==> config.mk <==
export PLATFORM = sky130hd
export DESIGN_NAME = csr
export DESIGN_NICKNAME = d
export VERILOG_FILES = /design/src/rtl/csr_pkg.sv /design/src/rtl/csr.sv
export SDC_FILE = /design/constraint.sdc
export NUM_CORES = 1
export LEC_CHECK = 0
export BUFFER_PORTS_ARGS = -buffer_cell sky130_fd_sc_hd__buf_2
export CAP_MARGIN = 20
export CORE_MARGIN = 5
export CORE_UTILIZATION = 53
export CTS_CLUSTER_SIZE = 16
export DETAILED_ROUTE_END_ITERATION = 10
export GPL_ROUTABILITY_DRIVEN = 0
export PLACE_DENSITY_LB_ADDON = 0.2
export RECOVER_POWER = 50
export REMOVE_ABC_BUFFERS = 1
export SYNTH_ARGS = -nofsm -noshare
export SYNTH_HDL_FRONTEND = slang
export SYNTH_SLANG_ARGS = --single-unit
==> constraint.sdc <==
create_clock -name clk -period 2.6 [get_ports clk]
set_clock_uncertainty 0.05 [all_clocks]
set_input_delay 0.26 -clock clk [delete_from_list [all_inputs] [get_ports clk]]
set_output_delay 0.26 -clock clk [all_outputs]
set_load 0.05 [all_outputs]
==> src/rtl/csr_pkg.sv <==
//------------------------------------------------------------------------------
// csr_pkg : CSR address map, mstatus bit positions and write masks.
// Rev 1.0
//------------------------------------------------------------------------------
`default_nettype none

package csr_pkg;

    localparam int unsigned CSR_XLEN = 32;

    localparam logic [11:0] CSR_MSTATUS   = 12'h300;
    localparam logic [11:0] CSR_MISA      = 12'h301;
    localparam logic [11:0] CSR_MIE       = 12'h304;
    localparam logic [11:0] CSR_MTVEC     = 12'h305;
    localparam logic [11:0] CSR_MSCRATCH  = 12'h340;
    localparam logic [11:0] CSR_MEPC      = 12'h341;
    localparam logic [11:0] CSR_MCAUSE    = 12'h342;
    localparam logic [11:0] CSR_MTVAL     = 12'h343;
    localparam logic [11:0] CSR_MIP       = 12'h344;
    localparam logic [11:0] CSR_MCYCLE    = 12'hB00;
    localparam logic [11:0] CSR_MCYCLEH   = 12'hB80;
    localparam logic [11:0] CSR_MVENDORID = 12'hF11;
    localparam logic [11:0] CSR_MARCHID   = 12'hF12;
    localparam logic [11:0] CSR_MIMPID    = 12'hF13;
    localparam logic [11:0] CSR_MHARTID   = 12'hF14;

    localparam int unsigned MSTATUS_MIE_BIT  = 3;
    localparam int unsigned MSTATUS_MPIE_BIT = 7;
    localparam int unsigned MSTATUS_MPP_LO   = 11;
    localparam int unsigned MSTATUS_MPP_HI   = 12;

    localparam logic [31:0] CSR_MISA_VAL = 32'h4000_1100;

    // mie/mip: software, timer and external interrupt bits only
    localparam logic [31:0] MIX_MASK   = 32'h0000_0888;
    localparam logic [31:0] MEPC_MASK  = 32'hFFFF_FFFC;
    localparam logic [31:0] MTVEC_MASK = 32'hFFFF_FFFD;

    function automatic logic csr_writable(input logic [11:0] addr);
        case (addr)
            CSR_MSTATUS, CSR_MIE, CSR_MTVEC, CSR_MSCRATCH, CSR_MEPC,
            CSR_MCAUSE, CSR_MTVAL, CSR_MIP, CSR_MCYCLE, CSR_MCYCLEH:
                csr_writable = 1'b1;
            default:
                csr_writable = 1'b0;
        endcase
    endfunction

endpackage

`default_nettype wire

==> src/rtl/csr.sv <==
//------------------------------------------------------------------------------
// csr : machine-mode CSR file with combinational read, same-cycle write bypass,
//       dedicated trap-entry ports and a free-running 64-bit mcycle counter.
// Rev 1.0
//------------------------------------------------------------------------------
`default_nettype none

module csr
    import csr_pkg::*;
#(
    parameter int unsigned          XLEN     = CSR_XLEN,
    parameter int unsigned          HART_ID  = 0,
    parameter logic [XLEN-1:0]      MISA_VAL = XLEN'(CSR_MISA_VAL)
) (
    input  logic                clk,
    input  logic                rst,
    input  logic                we_i,
    input  logic [11:0]         waddr_i,
    input  logic [XLEN-1:0]     wdata_i,
    input  logic                we_mtval_i,
    input  logic [XLEN-1:0]     wdata_mtval_i,
    input  logic                we_mepc_i,
    input  logic [XLEN-1:0]     wdata_mepc_i,
    input  logic                we_mcause_i,
    input  logic [XLEN-1:0]     wdata_mcause_i,
    input  logic                exception_mie_req_i,
    input  logic [11:0]         raddr_i,
    output logic [XLEN-1:0]     rdata_o
);

    localparam logic [XLEN-1:0] MIX_M   = XLEN'(MIX_MASK);
    localparam logic [XLEN-1:0] MEPC_M  = XLEN'(MEPC_MASK);
    localparam logic [XLEN-1:0] MTVEC_M = XLEN'(MTVEC_MASK);

    logic                   mstatus_mie_q,  mstatus_mie_d;
    logic                   mstatus_mpie_q, mstatus_mpie_d;
    logic [XLEN-1:0]        mie_q,      mie_d;
    logic [XLEN-1:0]        mtvec_q,    mtvec_d;
    logic [XLEN-1:0]        mscratch_q, mscratch_d;
    logic [XLEN-1:0]        mepc_q,     mepc_d;
    logic [XLEN-1:0]        mcause_q,   mcause_d;
    logic [XLEN-1:0]        mtval_q,    mtval_d;
    logic [XLEN-1:0]        mip_q,      mip_d;
    logic [2*XLEN-1:0]      mcycle_q,   mcycle_d;

    function automatic logic [XLEN-1:0] mstatus_val(input logic mie, input logic mpie);
        logic [XLEN-1:0] v;
        v = '0;
        v[MSTATUS_MPP_HI:MSTATUS_MPP_LO] = 2'b11;
        v[MSTATUS_MPIE_BIT]              = mpie;
        v[MSTATUS_MIE_BIT]               = mie;
        return v;
    endfunction

    // Value a generic write would leave in the addressed CSR
    function automatic logic [XLEN-1:0] wmask(input logic [11:0] addr, input logic [XLEN-1:0] d);
        case (addr)
            CSR_MSTATUS:      wmask = mstatus_val(d[MSTATUS_MIE_BIT], d[MSTATUS_MPIE_BIT]);
            CSR_MEPC:         wmask = d & MEPC_M;
            CSR_MTVEC:        wmask = d & MTVEC_M;
            CSR_MIE, CSR_MIP: wmask = d & MIX_M;
            default:          wmask = d;
        endcase
    endfunction

    function automatic logic gen_hit(input logic we, input logic [11:0] wa, input logic [11:0] csr);
        return we && (wa == csr);
    endfunction

    always_comb begin
        mstatus_mie_d  = mstatus_mie_q;
        mstatus_mpie_d = mstatus_mpie_q;
        if (gen_hit(we_i, waddr_i, CSR_MSTATUS)) begin
            mstatus_mie_d  = wdata_i[MSTATUS_MIE_BIT];
            mstatus_mpie_d = wdata_i[MSTATUS_MPIE_BIT];
        end
        if (exception_mie_req_i) begin
            mstatus_mpie_d = mstatus_mie_q;
            mstatus_mie_d  = 1'b0;
        end

        mie_d      = gen_hit(we_i, waddr_i, CSR_MIE)      ? (wdata_i & MIX_M)   : mie_q;
        mip_d      = gen_hit(we_i, waddr_i, CSR_MIP)      ? (wdata_i & MIX_M)   : mip_q;
        mtvec_d    = gen_hit(we_i, waddr_i, CSR_MTVEC)    ? (wdata_i & MTVEC_M) : mtvec_q;
        mscratch_d = gen_hit(we_i, waddr_i, CSR_MSCRATCH) ? wdata_i             : mscratch_q;

        // Trap ports take priority over the generic port
        mepc_d = mepc_q;
        if (gen_hit(we_i, waddr_i, CSR_MEPC)) mepc_d = wdata_i & MEPC_M;
        if (we_mepc_i)                        mepc_d = wdata_mepc_i & MEPC_M;

        mcause_d = mcause_q;
        if (gen_hit(we_i, waddr_i, CSR_MCAUSE)) mcause_d = wdata_i;
        if (we_mcause_i)                        mcause_d = wdata_mcause_i;

        mtval_d = mtval_q;
        if (gen_hit(we_i, waddr_i, CSR_MTVAL)) mtval_d = wdata_i;
        if (we_mtval_i)                        mtval_d = wdata_mtval_i;

        if (gen_hit(we_i, waddr_i, CSR_MCYCLE)) begin
            mcycle_d = {mcycle_q[2*XLEN-1:XLEN], wdata_i};
        end else if (gen_hit(we_i, waddr_i, CSR_MCYCLEH)) begin
            mcycle_d = {wdata_i, mcycle_q[XLEN-1:0]};
        end else begin
            mcycle_d = mcycle_q + 1'b1;
        end
    end

    always_ff @(posedge clk or negedge rst) begin
        if (!rst) begin
            mstatus_mie_q  <= 1'b0;
            mstatus_mpie_q <= 1'b0;
            mie_q          <= '0;
            mtvec_q        <= '0;
            mscratch_q     <= '0;
            mepc_q         <= '0;
            mcause_q       <= '0;
            mtval_q        <= '0;
            mip_q          <= '0;
            mcycle_q       <= '0;
        end else begin
            mstatus_mie_q  <= mstatus_mie_d;
            mstatus_mpie_q <= mstatus_mpie_d;
            mie_q          <= mie_d;
            mtvec_q        <= mtvec_d;
            mscratch_q     <= mscratch_d;
            mepc_q         <= mepc_d;
            mcause_q       <= mcause_d;
            mtval_q        <= mtval_d;
            mip_q          <= mip_d;
            mcycle_q       <= mcycle_d;
        end
    end

    always_comb begin
        rdata_o = '0;
        case (raddr_i)
            CSR_MSTATUS:  rdata_o = mstatus_val(mstatus_mie_q, mstatus_mpie_q);
            CSR_MISA:     rdata_o = MISA_VAL;
            CSR_MIE:      rdata_o = mie_q;
            CSR_MTVEC:    rdata_o = mtvec_q;
            CSR_MSCRATCH: rdata_o = mscratch_q;
            CSR_MEPC:     rdata_o = mepc_q;
            CSR_MCAUSE:   rdata_o = mcause_q;
            CSR_MTVAL:    rdata_o = mtval_q;
            CSR_MIP:      rdata_o = mip_q;
            CSR_MCYCLE:   rdata_o = mcycle_q[XLEN-1:0];
            CSR_MCYCLEH:  rdata_o = mcycle_q[2*XLEN-1:XLEN];
            CSR_MHARTID:  rdata_o = XLEN'(HART_ID);
            default:      rdata_o = '0;
        endcase
        if (we_i && (waddr_i == raddr_i) && csr_writable(raddr_i)) begin
            rdata_o = wmask(raddr_i, wdata_i);
        end
    end

endmodule

`default_nettype wire

==> out/summary.md, run 1 <==
Proportion of synthesized flip-flops having asynchronous set or reset: 100%. The tools report the total global-route track usage as 33.8%. The placement-stage worst setup slack was -0.385 ns.

Power spread over the standard cell area amounts to 495 nW/um^2. The transition time at the pin with the least slew margin was 1.85 ns. Once the floorplan was initialized, standard cells occupied 53.5% of the core. The share of synthesized cell area in and, or, nand and nor gates was 16.9%. The checks that failed: max-capacitance violations, max-slew violations, negative setup slack.

The CTS H-tree depth is 1. Max-slew violation total from the final report: 68. The tools report the slack of the worst reg-to-reg path as 0 ns. The maximum fanout encountered on the critical timing path was 31. The startpoint identified for the worst hold timing path is wdata_mepc_i[16].

Of the synthesized area, sequential elements account for 41.3%. The switching fraction of total power works out to 26.2%. The worst hold path terminates at mepc_q[16]. The run gives 14167 as the via count of the first global-routing pass. Flip-flop cell with the highest count after synthesis: sky130_fd_sc_hd__dfrtp_1. The most instantiated library cell after synthesis is sky130_fd_sc_hd__dfrtp_1. The run gives 29500 um^2 as the area of the die.

Combinational cells account for 13.8% of the total power. The xor-xnor portion of the synthesized cell area was 1.07%; the row count was 59. The run gives 0 as the count of nets left with antenna violations after detail routing. The worst register-to-register path begins at mcycle_q[1].

Setup slack of the critical path after layout: -0.0383 ns. Number of maximum-capacitance violations: 1. IR analysis of the VDD net gives a maximum drop of 0.514 mV. The clock period minus worst slack was 2.64 ns; the number of clock sinks was 229. The run finished, with violations left.

Yosys printed 0 warnings. Setup repair after global routing could not meet its margin everywhere. The worst hold path was traced through 3 stages. 0 antenna diodes ended up in the layout. Entering global routing, the biggest net connects 69 pins. The tools report the remaining max-slew budget at the tightest pin as -23.3%.

Fill cells in the final layout number 1935. After Yosys synthesis, full adders, half adders and majority gates account for 0.0902% of the synthesized area. Synthesis produced 1478 cells. 191 I/O pins were placed.

By area the synthesized netlist is led by sky130_fd_sc_hd__dfrtp_1 41%, sky130_fd_sc_hd__mux2_2 11%, sky130_fd_sc_hd__mux2i_1 6.9%. Registers take 5730 um^2. The run gives 13900 um^2 as the combined area of all synthesized cells. Cells with a size suffix above 1 make up 30.3% of the layout.

The longest clock path from root to sink contains 3 buffers. By area, the combinational part of the netlist is dominated by compound AO/OA/AOI/OAI gates. The run gives 2172 as the number of cells in the finished layout apart from fillers. TritonCTS built the clock tree. The category of the worst setup path capture point was a primary output. Based on the critical path, the design can be clocked at up to 0.379 GHz.

The average wire per standard cell works out to 23.6 um. STA classifies the critical path startpoint as an input port. The run gives 0.0100 ns as the worst hold margin. Number of vias per cell: 6.49. From bottom edge to top edge, the die measures 172 um. At the worst endpoint, the required time is 2.29 ns. The area added between synthesis and finish was 32.5%; the total congestion overflow after global routing was 0. By count the netlist is led by 229 x sky130_fd_sc_hd__dfrtp_1, 184 x sky130_fd_sc_hd__nand2_1, 134 x sky130_fd_sc_hd__mux2_2. In this run, distinct cell masters in the synthesized netlist total 75. The cell count of the worst reg-to-reg path was 9. Type of the worst min-delay path: input port to flop.

Summing all multi-input logic gate instances after layout gives 7840 um^2. The number of enable-type register cells in the synthesized netlist is 0. Summed over all cells, the static leakage comes to 8.29 nW. The post-synthesis area per instance is 9.38 um^2, and the later-pin clock latency in the skew report is 0.55 ns.

The overall die width came out at 172 um. STA puts the critical path data arrival time at 2.33 ns. Setup violations remaining at the end of the flow were counted as 11. After routing the design area is 18400 um^2. Clock tree synthesis inserted a total of 26 buffers. Number of instances in the placed design: 2013. The sequential group share of total power came out at 43.3%. The endpoint of the lowest-slack register-to-register path is mcycle_q[46]. Wires add up to 51400 um. The internal portion of the total power is 6.70 mW.

The leading area contributor after synthesis is sky130_fd_sc_hd__dfrtp_1. The tools report the via count as 14096. After the last flow step, the layout net total stands at 1978. The post-placement cell area is 16000 um^2, and the CTS clock-pin slew for the worst setup and hold paths is 0.06 ns.

Switching component of the power: 2.38 mW. The share of the cycle needed by the critical path after routing is 101%, and the share of power burned in the clock network is 42.9%. The placed wire-length estimate after detailed placement is 33800 um. The critical path in this run is classified as input port to primary output. For the wire length of the first global-routing pass, the log shows 78400 um. Clock tree synthesis selected as its root buffer the cell sky130_fd_sc_hd__clkbuf_16. After detailed routing, the number of remaining DRC violations is 0. The number of antenna violations at the first check in global routing came out at 0.

The number of hold-slack violations in the final timing report came out at 0. The pre-antenna-repair detailed-routing pass consisted of 6 iterations. The synthesized netlist devotes 18.7% of its cell area to compound gates.

During placement, the flow inserted port buffers numbering 188. Of the post-synthesis cell area, the dominant cell type holds 41.3%. The core region area was 25900 um^2; the number of register bits inferred by synthesis was 229. In this run, the number of DRC markers left after iteration 0 of detailed routing was 1446. Measured against the total synthesized area, the mux share comes to 18.1%.
==> timing repair <==
item                                    CTS  global route
hold buffers                             91             0
resized for setup                        54            68
endpoints found under the hold margin   153             0
endpoints found under the setup margin   32            34
cloned                                    2             1
pin swaps                                12            17
buffers inserted                         10            10
==> critical path, cell delays in order <==
cell                       delay [ns]
sky130_fd_sc_hd__buf_2           0.15
sky130_fd_sc_hd__buf_12          0.14
sky130_fd_sc_hd__buf_4           0.12
sky130_fd_sc_hd__buf_12          0.25
sky130_fd_sc_hd__mux2i_1         0.21
sky130_fd_sc_hd__o21ai_0         0.11
sky130_fd_sc_hd__a32o_1          0.23
sky130_fd_sc_hd__a221oi_1        0.41
sky130_fd_sc_hd__o21ai_0         0.18
sky130_fd_sc_hd__buf_4           0.22
==> state kept, by name, summed over array words and instances, names as in the netlist <==
name / count
mstatus_mpie_q: 1
mcycle_q: 64
mie_q: 3
mepc_q: 30
mcause_q: 32
mtval_q: 32
mscratch_q: 32
mtvec_q: 31
mstatus_mie_q: 1
mip_q: 3
==> layout by cell type, fill, tap and decap left out, types with 30 or more instances in the layout <==
| cell type | n |
|---|---|
| sky130_fd_sc_hd__a22o_1 | 30 |
| sky130_fd_sc_hd__mux2_2 | 134 |
| sky130_fd_sc_hd__a31oi_1 | 37 |
| sky130_fd_sc_hd__buf_6 | 35 |
| sky130_fd_sc_hd__nor2_1 | 71 |
| sky130_fd_sc_hd__buf_2 | 148 |
| sky130_fd_sc_hd__dfrtp_1 | 227 |
| sky130_fd_sc_hd__nand3_1 | 37 |
| sky130_fd_sc_hd__nor2b_1 | 39 |
| sky130_fd_sc_hd__o21ai_0 | 91 |
| sky130_fd_sc_hd__a21oi_1 | 88 |
| sky130_fd_sc_hd__buf_4 | 114 |
| sky130_fd_sc_hd__nand4_1 | 31 |
| sky130_fd_sc_hd__dlygate4sd3_1 | 91 |
| sky130_fd_sc_hd__nand2_1 | 182 |
| sky130_fd_sc_hd__mux2i_1 | 95 |
==> cell type report <==
cell class                      instances  share of cell area (%)
Sequential cell                       229                    31.2
Clock inverter                         11                   0.613
Tap cell                              335                    2.28
Multi-Input combinational cell       1125                    42.7
Timing Repair Buffer                  423                    18.6
Inverter                               13                   0.266
Clock buffer                           36                    4.35
==> through the flow <==
step | utilization (%) | power (mW) | TNS, ns
after floorplan | - | 4.43 | -140.94
after global placement | 61.6 | 5.04 | -8.68
after detailed placement | 61.6 | 5.07 | -10.58
after CTS | 70.0 | 9.06 | -0.00285
after global routing | 70.9 | 9.37 | -0.606
final | 70.9 | 9.09 | -0.142
==> logic make-up after synthesis <==
logic type                 Yosys count
DFF                                229
muxes                              233
xor gates and xnor gates            17
adders and majority gates            1
and+or+nand+nor                    477
AOI/OAI and AO/OA                  395
buffers and inverters              126
==> worst max-delay path by stage <==
stage	start	to
2_1_floorplan	raddr_i[10]	rdata_o[11]
3_3_place_gp	raddr_i[7]	rdata_o[12]
3_5_place_dp	raddr_i[7]	rdata_o[12]
4_1_cts	raddr_i[1]	rdata_o[12]
5_1_grt	mcycle_q[0]	mcycle_q[46]
6_report	raddr_i[0]	rdata_o[11]
==> power groups by stage <==
stage          Sequential [mW]  Combinational (mW)  Clock (mW)
2_1_floorplan             3.95               0.474           0
3_3_place_gp              4.00                1.04           0
3_5_place_dp              4.00                1.07           0
4_1_cts                   3.94                1.20        3.92
5_1_grt                   3.96                1.35        4.06
6_report                  3.94                1.25        3.90
==> per-layer routing <==
layer,GRT usage (%),wire (um),vias up,share of wire (%)
met5,0,0,-,0
li1,-,-,6194,-
met2,54.2,23600,870,46
met3,6.37,5180,193,10
met1,45.0,20000,6839,39
met4,15.0,2540,0,4.9
Note: power is estimated with default switching activity, not from simulation.
==> run 2: changes to the inputs <==
==> constraint.sdc (replaced) <==
create_clock -name clk -period 2.6 [get_ports clk]
set_clock_uncertainty 0.05 [all_clocks]
set_input_delay 0.13 -clock clk [delete_from_list [all_inputs] [get_ports clk]]
set_output_delay 0.13 -clock clk [all_outputs]
set_load 0.05 [all_outputs]
==> run 2 against run 1 <==
Net effect: the flow finishes with violations (max-capacitance violations, max-slew violations); critical endpoint is now rdata_o[29]; highest routed layer is now met5; routed wire length is 2.4% lower; critical path type unchanged; global-route usage is 0.71 points lower; largest cell class unchanged; via count is 0.29% higher; critical path depth stayed put; count of clock-buffer cells in the layout is 2 higher; setup slack better by 0.13 ns.
==> out/summary.md, run 2 (synthesis results as in run 1) <==
Via count: 14137 (was 14096). The later-pin clock latency in the skew report was 0.54 ns (was 0.55 ns); the share of cells above drive strength 1 was 27.4% (was 30.3%). The kind of cell with the highest combined delay on the critical path was buffers and inverters (was compound AO/OA/AOI/OAI gates).

For the routed wire length, the log shows 50100 um (was 51400 um). The number of hold-slack violations in the final timing report is 0 (unchanged), and the core region area is 25900 um^2 (unchanged). The logs give 2.42 ns (was 2.29 ns) for the data required time at the worst endpoint and 191 (unchanged) for the number of I/O pins. The overall die width was 172 um (unchanged).

The count of nets after finishing was 2025 (was 1978); the sum of met2 wire segment lengths after detailed routing was 23400 um (was 23600 um). The tools report the initial DRC count as 1389 (was 1446). The critical path launch point type is an input port (unchanged). The highest routing layer actually used is met5 (was met4). The maximum cell stage delay along the critical path works out to 0.31 ns (was 0.41 ns).

TritonCTS built the clock tree. Commonest cells after routing, fill and taps aside: 228 x sky130_fd_sc_hd__dfrtp_1, 185 x sky130_fd_sc_hd__buf_2, 182 x sky130_fd_sc_hd__nand2_1 (was 227 x sky130_fd_sc_hd__dfrtp_1, 182 x sky130_fd_sc_hd__nand2_1, 148 x sky130_fd_sc_hd__buf_2). The logs give 42.6% (was 42.9%) for the share of power burned in the clock network and 76 (was 69) for the pin count of the biggest net entering global routing.

The buffering stage count on the worst path with inverters included works out to 5 (unchanged). The count of buffers inserted at the top-level ports is 188 (unchanged). Critical path's slowest cell: sky130_fd_sc_hd__buf_4 (was sky130_fd_sc_hd__a221oi_1). First element of the critical path: raddr_i[3] (was raddr_i[0]).

The logs give 29500 um^2 (unchanged) for the area of the die and 0.115 ns (was 0.0100 ns) for the worst hold margin. The most flop-heavy register is mcycle_q (unchanged). For the largest vdd supply drop, the log shows 0.498 mV (was 0.514 mV).

For the wire length the detailed router placed on met1, the log shows 20100 um (was 20000 um). The sequential group share of total power is 43.1% (was 43.3%), and the flip-flop count of the largest register, all copies and words added is 64 (unchanged). The switching fraction of total power is 25.7% (was 26.2%). Number of vias per cell: 6.36 (was 6.49).

Type of the worst min-delay path: input port to flop (unchanged). The count of nets left with antenna violations after detail routing was 0 (unchanged); the combinational share of power was 14.3% (was 13.8%). Via count of the first global-routing pass: 14296 (was 14167). The tools report the category of the worst setup path capture point as a primary output (unchanged).

The y dimension of the die is 172 um (unchanged), and the share of the cycle needed by the critical path after routing is 96.6% (was 101%). The average wire per standard cell came out at 22.6 um (was 23.6 um). Most common cell after layout, fill and taps aside: sky130_fd_sc_hd__dfrtp_1 (unchanged). The effective utilization at floorplan came out at 53.5% (unchanged). Violated checks: max-capacitance violations, max-slew violations (was max-capacitance violations, max-slew violations, negative setup slack).

For the placed wire-length estimate after detailed placement, the log shows 32800 um (was 33800 um). The run gives 3 (unchanged) as the maximum count of clock buffers along a single path. Cells along the critical path: buf_2 > buf_4 > nor2_1 > and4_1 > nand2_2 > buf_6 > a21oi_2 > buf_4 > a22o_1 > buf_2 (was buf_2 > buf_12 > buf_4 > buf_12 > mux2i_1 > o21ai_0 > a32o_1 > a221oi_1 > o21ai_0 > buf_4). The wire length on met3 is 4560 um (was 5180 um), and the total power after layout is 9.15 mW (was 9.09 mW). The remaining max-slew budget at the tightest pin was -35.0% (was -23.3%); the clock period minus worst slack was 2.51 ns (was 2.64 ns).

The run finished, with violations left. The run gives 1 (unchanged) as the number of maximum-capacitance violations. For the post-placement cell area, the log shows 15800 um^2 (was 16000 um^2).

The DRC violation count after routing is 0 (unchanged), and the signal arrival time at the worst endpoint is 2.33 ns (about the same). The wire length of the first global-routing pass was 77900 um (was 78400 um); the CTS buffer count was 27 (was 26). The power density relative to cell area works out to 495 nW/um^2 (about the same). The maximum operating frequency was 0.398 GHz (was 0.379 GHz). The row count is 59 (unchanged).

The CTS root buffer was sky130_fd_sc_hd__clkbuf_16 (unchanged). The total global-route track usage is 33.1% (was 33.8%). For the number of clock sinks, the log shows 229 (unchanged). The placement-stage worst setup slack was -0.231 ns (was -0.385 ns).

The hold path startpoint was waddr_i[10] (was wdata_mepc_i[16]). The total internal power was 6.80 mW (was 6.70 mW). The maximum fanout encountered on the critical timing path is 31 (unchanged), and the number of antenna violations at the first check in global routing is 2 (was 0).

The CTS H-tree depth was 1 (unchanged); the post-layout instance area was 18500 um^2 (was 18400 um^2). The area added between synthesis and finish works out to 33.2% (was 32.5%). The max-slew violation total from the final report came out at 75 (was 68). The setup slack of the critical path after layout was 0.0876 ns (was -0.0383 ns); the transition time at the pin with the least slew margin was 2.02 ns (was 1.85 ns). The static leakage is 8.33 nW (was 8.29 nW). The logs give 5 (was 6) for the detailed-routing iteration count for the pre-antenna-repair pass and 71.3% (was 70.9%) for the final standard cell utilization of the core. The type of the worst setup path was input port to primary output (unchanged). The switching component of the power came out at 2.35 mW (was 2.38 mW).

For the total of endpoints with negative setup slack in the final report, the log shows 0 (was 11). The tools report the launch instance of the worst register-to-register path as mcycle_q[0] (was mcycle_q[1]). The total congestion overflow after global routing came out at 0 (unchanged). CTS clock-pin slew for the worst setup and hold paths: 0.05 ns (was 0.06 ns).
==> run 2: changes by cell type in the layout (fill, tap and decap cells not counted), moves of 5 or more <==
| cell | change |
|---|---|
| sky130_fd_sc_hd__xnor2_2 | -6 |
| sky130_fd_sc_hd__xnor2_1 | +8 |
| sky130_fd_sc_hd__buf_12 | -6 |
| sky130_fd_sc_hd__buf_2 | +37 |
| sky130_fd_sc_hd__buf_6 | -32 |
| sky130_fd_sc_hd__buf_8 | -5 |
| sky130_fd_sc_hd__buf_4 | -19 |
| sky130_fd_sc_hd__dlygate4sd3_1 | +77 |
==> run 2: final cells by class <==
cell class / count / area (um^2)
clock inverters: 11 / 138
well taps: 335 / 419
clock buffers: 38 / 777
fillers: 1916 / 7440
multi-input cells: 1124 / 7720
flip-flops and latches: 229 / 5730
repair buffers: 470 / 3640
inverters: 13 / 48.8
diodes: 2 / 5.00
==> run 2: stage by stage <==
stage | std cells | TNS (ns)
floorplan | 1365 | -113.66
global placement | 1992 | -2.60
detailed placement | 1992 | -5.01
CTS | 2215 | 0
global route | 2221 | -0.00219
finish | 2222 | 0
==> run 2: worst paths after layout <==
check,to,slack [ns],cells after the start
setup / recovery,rdata_o[29],0.09,10
hold / removal,mip_q[3],0.11,4
setup reg to reg,mcycle_q[42],0.13,7
hold reg to reg,mepc_q[2],0.44,2
max in group asynchronous,mcycle_q[43],0.38,3
min in group asynchronous,mcause_q[20],0.66,2
==> run 2: tightest hold or removal path, delay by kind of cell <==
kind,cells,cell delay [ns]
buffers and inverters,1,0.14
multiplexers,1,0.17
AND/OR/NAND/NOR,2,0.21
==> run 2: power by group through the flow <==
| stage | clock [mW] | sequential [mW] | combinational, mW |
|---|---|---|---|
| floorplan | 0 | 3.95 | 0.474 |
| finish | 3.90 | 3.94 | 1.31 |
| CTS | 3.93 | 3.94 | 1.26 |
| detailed placement | 0 | 4.00 | 1.04 |
| global route | 4.07 | 3.96 | 1.42 |
| global placement | 0 | 4.00 | 1.01 |
==> run 2: timing repair <==
action                                  in CTS  in global routing
hold buffers                               168                  0
endpoints found under the hold margin      272                  0
setup buffers                                5                  5
pin swaps                                    0                  2
cloned                                       1                  0
endpoints found under the setup margin      29                 33
gates resized for setup                      3                 11
==> run 2: per-layer routing <==
layer  global-route usage [%]  vias to the layer above
met5                        0                        -
met4                     12.7                        2
met3                     7.06                      148
met2                     54.2                      805
met1                     43.4                     6907
li1                         -                     6275
==> run 3: changes to the inputs <==
--- a/config.mk
+++ b/config.mk
@@ -5,12 +5,13 @@
 export SDC_FILE = /design/constraint.sdc
 export NUM_CORES = 1
 export LEC_CHECK = 0
-export BUFFER_PORTS_ARGS = -buffer_cell sky130_fd_sc_hd__buf_2
+export ABC_AREA = 1
 export CAP_MARGIN = 20
 export CORE_MARGIN = 5
-export CORE_UTILIZATION = 53
+export CORE_UTILIZATION = 59
 export CTS_CLUSTER_SIZE = 16
 export DETAILED_ROUTE_END_ITERATION = 10
+export DONT_BUFFER_PORTS = 1
 export GPL_ROUTABILITY_DRIVEN = 0
 export PLACE_DENSITY_LB_ADDON = 0.2
 export RECOVER_POWER = 50
==> run 3 against run 2 <==
Net effect: the run ends with negative hold slack left; non-clock buffer count decreased by 113; clock power about the same; sequential power increased by 1%; critical endpoint is now rdata_o[9]; largest cell class unchanged.
==> out/summary.md, run 3 <==
The run finished, with violations left. Violated checks: negative hold slack (was max-capacitance violations, max-slew violations). The proportion of synthesized flip-flops having asynchronous set or reset was 100% (unchanged).

The logs give 15200 um^2 (was 13900 um^2) for the combined area of all synthesized cells and 0 ns (unchanged) for the setup TNS. The effective utilization at floorplan was 60.2% (was 53.5%). The run gives 18182 (was 14296) as the via count of the first global-routing pass. Area used by multi-input combinational logic: 8020 um^2 (was 7720 um^2).

The maximum cell stage delay along the critical path was 0.35 ns (was 0.31 ns). The path length in cells of the critical path was 12 (was 10). The count of hold-fix buffers inserted at cts was 285 (was 168).

The tools report the first element of the critical path as raddr_i[5] (was raddr_i[3]). For the number of I/O pins, the log shows 191 (unchanged). The flip-flop cell with the highest count after synthesis is sky130_fd_sc_hd__dfrtp_1 (unchanged).

The post-synthesis area per instance is 6.68 um^2 (was 9.38 um^2). The storage element area was 5730 um^2 (about the same). Synth area leaders: sky130_fd_sc_hd__dfrtp_1 38%, sky130_fd_sc_hd__nand2_1 17%, sky130_fd_sc_hd__nand4_1 7.7% (was sky130_fd_sc_hd__dfrtp_1 41%, sky130_fd_sc_hd__mux2_2 11%, sky130_fd_sc_hd__mux2i_1 6.9%).

Cells along the critical path: nor2_1 > nand2_1 > nor2_4 > nand2_1 > nand3_1 > nor2_1 > nand2_2 > nand2_2 > buf_4 > nand3_1 > nand2_1 > buf_4 (was buf_2 > buf_4 > nor2_1 > and4_1 > nand2_2 > buf_6 > a21oi_2 > buf_4 > a22o_1 > buf_2). The run gives 36300 um (was 32800 um) as the placed wire-length estimate after detailed placement. The count of nets after finishing is 2698 (was 2025).

The number of clock sinks came out at 229 (unchanged). Area of the die: 29100 um^2 (was 29500 um^2). The end of the critical path was rdata_o[9] (was rdata_o[29]). The tools report the DRC violation count after routing as 0 (unchanged). The tools report the count of unique library cells instantiated by Yosys as 40 (was 75).

Synth top cells by count: 682 x sky130_fd_sc_hd__nand2_1, 294 x sky130_fd_sc_hd__nor2_1, 229 x sky130_fd_sc_hd__dfrtp_1 (was 229 x sky130_fd_sc_hd__dfrtp_1, 184 x sky130_fd_sc_hd__nand2_1, 134 x sky130_fd_sc_hd__mux2_2). The number of register bits inferred by synthesis is 229 (unchanged). TritonCTS built the clock tree. The count of buffers inserted at the top-level ports is 0 (was 188). The critical path launch point type is an input port (unchanged). The top cell type's share of synthesized area was 37.7% (was 41.3%); the number of hold-slack violations in the final timing report was 229 (was 0).

The largest vdd supply drop was 0.497 mV (was 0.498 mV). The CTS clock-pin slew for the worst setup and hold paths was 0.07 ns (was 0.05 ns). Slack of the worst reg-to-reg path: 0.28 ns (was 0.13 ns). The total of endpoints with negative setup slack in the final report came out at 0 (unchanged). The number of diodes is 0 (was 2). The max-slew violation total from the final report is 0 (was 75).

The critical path's slowest cell was sky130_fd_sc_hd__buf_4 (unchanged). The tools report the worst hold margin as -0.784 ns (was 0.115 ns). The number of instances in the synthesized netlist came out at 2278 (was 1478).

The share of cells above drive strength 1 is 6.37% (was 27.4%). Commonest cells after routing, fill and taps aside: 680 x sky130_fd_sc_hd__nand2_1, 292 x sky130_fd_sc_hd__nor2_1, 284 x sky130_fd_sc_hd__dlygate4sd3_1 (was 228 x sky130_fd_sc_hd__dfrtp_1, 185 x sky130_fd_sc_hd__buf_2, 182 x sky130_fd_sc_hd__nand2_1). The kind of cell with the highest combined delay on the critical path was simple AND/OR/NAND/NOR gates (was buffers and inverters).

For the CTS buffer count, the log shows 27 (unchanged). The most common cell after layout, fill and taps aside is sky130_fd_sc_hd__nand2_1 (was sky130_fd_sc_hd__dfrtp_1). The signal arrival time at the worst endpoint was 2.28 ns (was 2.33 ns); the clock period minus worst slack was 2.46 ns (was 2.51 ns).

The leading area contributor after synthesis is sky130_fd_sc_hd__dfrtp_1 (unchanged). The fill cell instance count of the final layout is 1807 (was 1916), and the maximum fanout encountered on the critical timing path is 17 (was 31). The type of the worst min-delay path was input port to async pin (was input port to flop). The most flop-heavy register is mcycle_q (unchanged).

The pin count of the biggest net entering global routing is 230 (was 76), and the static leakage is 9.35 nW (was 8.33 nW). The area added between synthesis and finish was 28.1% (was 33.2%). The wire length of the first global-routing pass was 97900 um (was 77900 um). The run gives 0 (was 2) as the number of antenna violations at the first check in global routing. Setup repair after global routing left no endpoint under its margin. The data required time at the worst endpoint is 2.42 ns (about the same). The number of maximum-capacitance violations came out at 0 (was 1). The total of warnings raised by yosys is 0 (unchanged), and the number of vias per cell is 6.42 (was 6.36).

The cell count of the worst reg-to-reg path was 10 (was 7); the row count was 58 (was 59). For the CTS H-tree depth, the log shows 1 (unchanged). For the initial DRC count, the log shows 2621 (was 1389).

Number of enable-type register cells in the synthesized netlist: 0 (unchanged). The launch instance of the worst register-to-register path was mcycle_q[0] (unchanged). Endpoint of the lowest-slack register-to-register path: mcycle_q[34] (was mcycle_q[42]).

The total congestion overflow after global routing was 0 (unchanged); the buffering stage count on the worst path with inverters included was 2 (was 5). For the via count, the log shows 18543 (was 14137). The remaining max-slew budget at the tightest pin was 12.7% (was -35.0%); the routed wire length was 63300 um (was 50100 um). The most common cell type on the critical path is sky130_fd_sc_hd__nand2_1. The core region area was 25300 um^2 (was 25900 um^2).

The type of the worst setup path is input port to primary output (unchanged). The sequential area share after synthesis is 37.7% (was 41.3%), and the power density relative to cell area is 470 nW/um^2 (was 495 nW/um^2). The share of the cycle needed by the critical path after routing was 94.5% (was 96.6%). The transition time at the pin with the least slew margin was 1.31 ns (was 2.02 ns).

The run gives 3 (unchanged) as the maximum count of clock buffers along a single path. Flip-flop count of the largest register, all copies and words added: 64 (unchanged). The tools report the maximum operating frequency as 0.407 GHz (was 0.398 GHz).

The category of the worst setup path capture point was a primary output (unchanged). The overall die width is 171 um (was 172 um). The average wire per standard cell is 21.9 um (was 22.6 um), and the total power after layout is 9.16 mW (was 9.15 mW). The total global-route track usage was 42.5% (was 33.1%). The y dimension of the die came out at 171 um (was 172 um). The logs give 0 (unchanged) for the count of nets left with antenna violations after detail routing and 9 (was 5) for the detailed-routing iteration count for the pre-antenna-repair pass. The CTS root buffer was sky130_fd_sc_hd__clkbuf_16 (unchanged). The most instantiated library cell after synthesis was sky130_fd_sc_hd__nand2_1 (was sky130_fd_sc_hd__dfrtp_1). The later-pin clock latency in the skew report is 0.55 ns (was 0.54 ns).
run 3: layout make-up:
type | instances | area share (%)
clock buffer | 41 | 4.25
clock inverter | 8 | 0.366
inverter | 246 | 4.74
multi-input combinational | 1677 | 41.2
sequential | 229 | 29.4
tap | 330 | 2.12
timing repair buffer | 357 | 17.9
run 3: cell families after synthesis:
logic type	Yosys count	share of synthesized area (%)
buffers and inverters	372	10.0
AND/OR/NAND/NOR	1337	38.2
AO/OA/AOI/OAI	309	12.3
XOR/XNOR	30	1.73
flip-flops	229	37.7
adder cells (fa/ha/maj)	1	0.0823
run 3: worst min-delay path by stage:
stage	cells after the start	endpoint	start
5_1_grt	0	mcause_q[1]	rst
2_1_floorplan	0	mcause_q[0]	rst
3_5_place_dp	0	mtval_q[3]	rst
4_1_cts	0	mcause_q[1]	rst
6_report	0	mcause_q[1]	rst
3_3_place_gp	0	mtval_q[3]	rst
run 3: power breakdown:
part	internal, mW	switching (mW)
combinational	0.638	0.648
clock	2.28	1.60
sequential	3.78	0.209
run 3: what timing repair did:
action | in CTS | in global routing
setup endpoints to repair | 0 | 3
gates resized for setup | 0 | 1
setup buffers | 0 | 0
endpoints found under the hold margin | 451 | 229
run 3: layer usage:
metal | part of all wire (%) | GRT usage, % | up-vias
met5 | 0 | 0 | -
met2 | 45 | 68.7 | 1590
met4 | 7.0 | 23.7 | 0
li1 | - | - | 8041
met3 | 13 | 8.96 | 411
met1 | 35 | 53.3 | 8501
run 3: stage by stage:
step | std cells | setup slack (ns) | util, % | area (um^2)
after global placement | 2553 | 0.403 | 62.1 | 15700
after floorplan | 2152 | -1.44 | - | 14600
after CTS | 2887 | 0.0899 | 77.0 | 19400
after detailed placement | 2553 | 0.384 | 62.1 | 15700
final | 2888 | 0.142 | 77.1 | 19500
after global routing | 2888 | 0.0390 | 77.1 | 19500
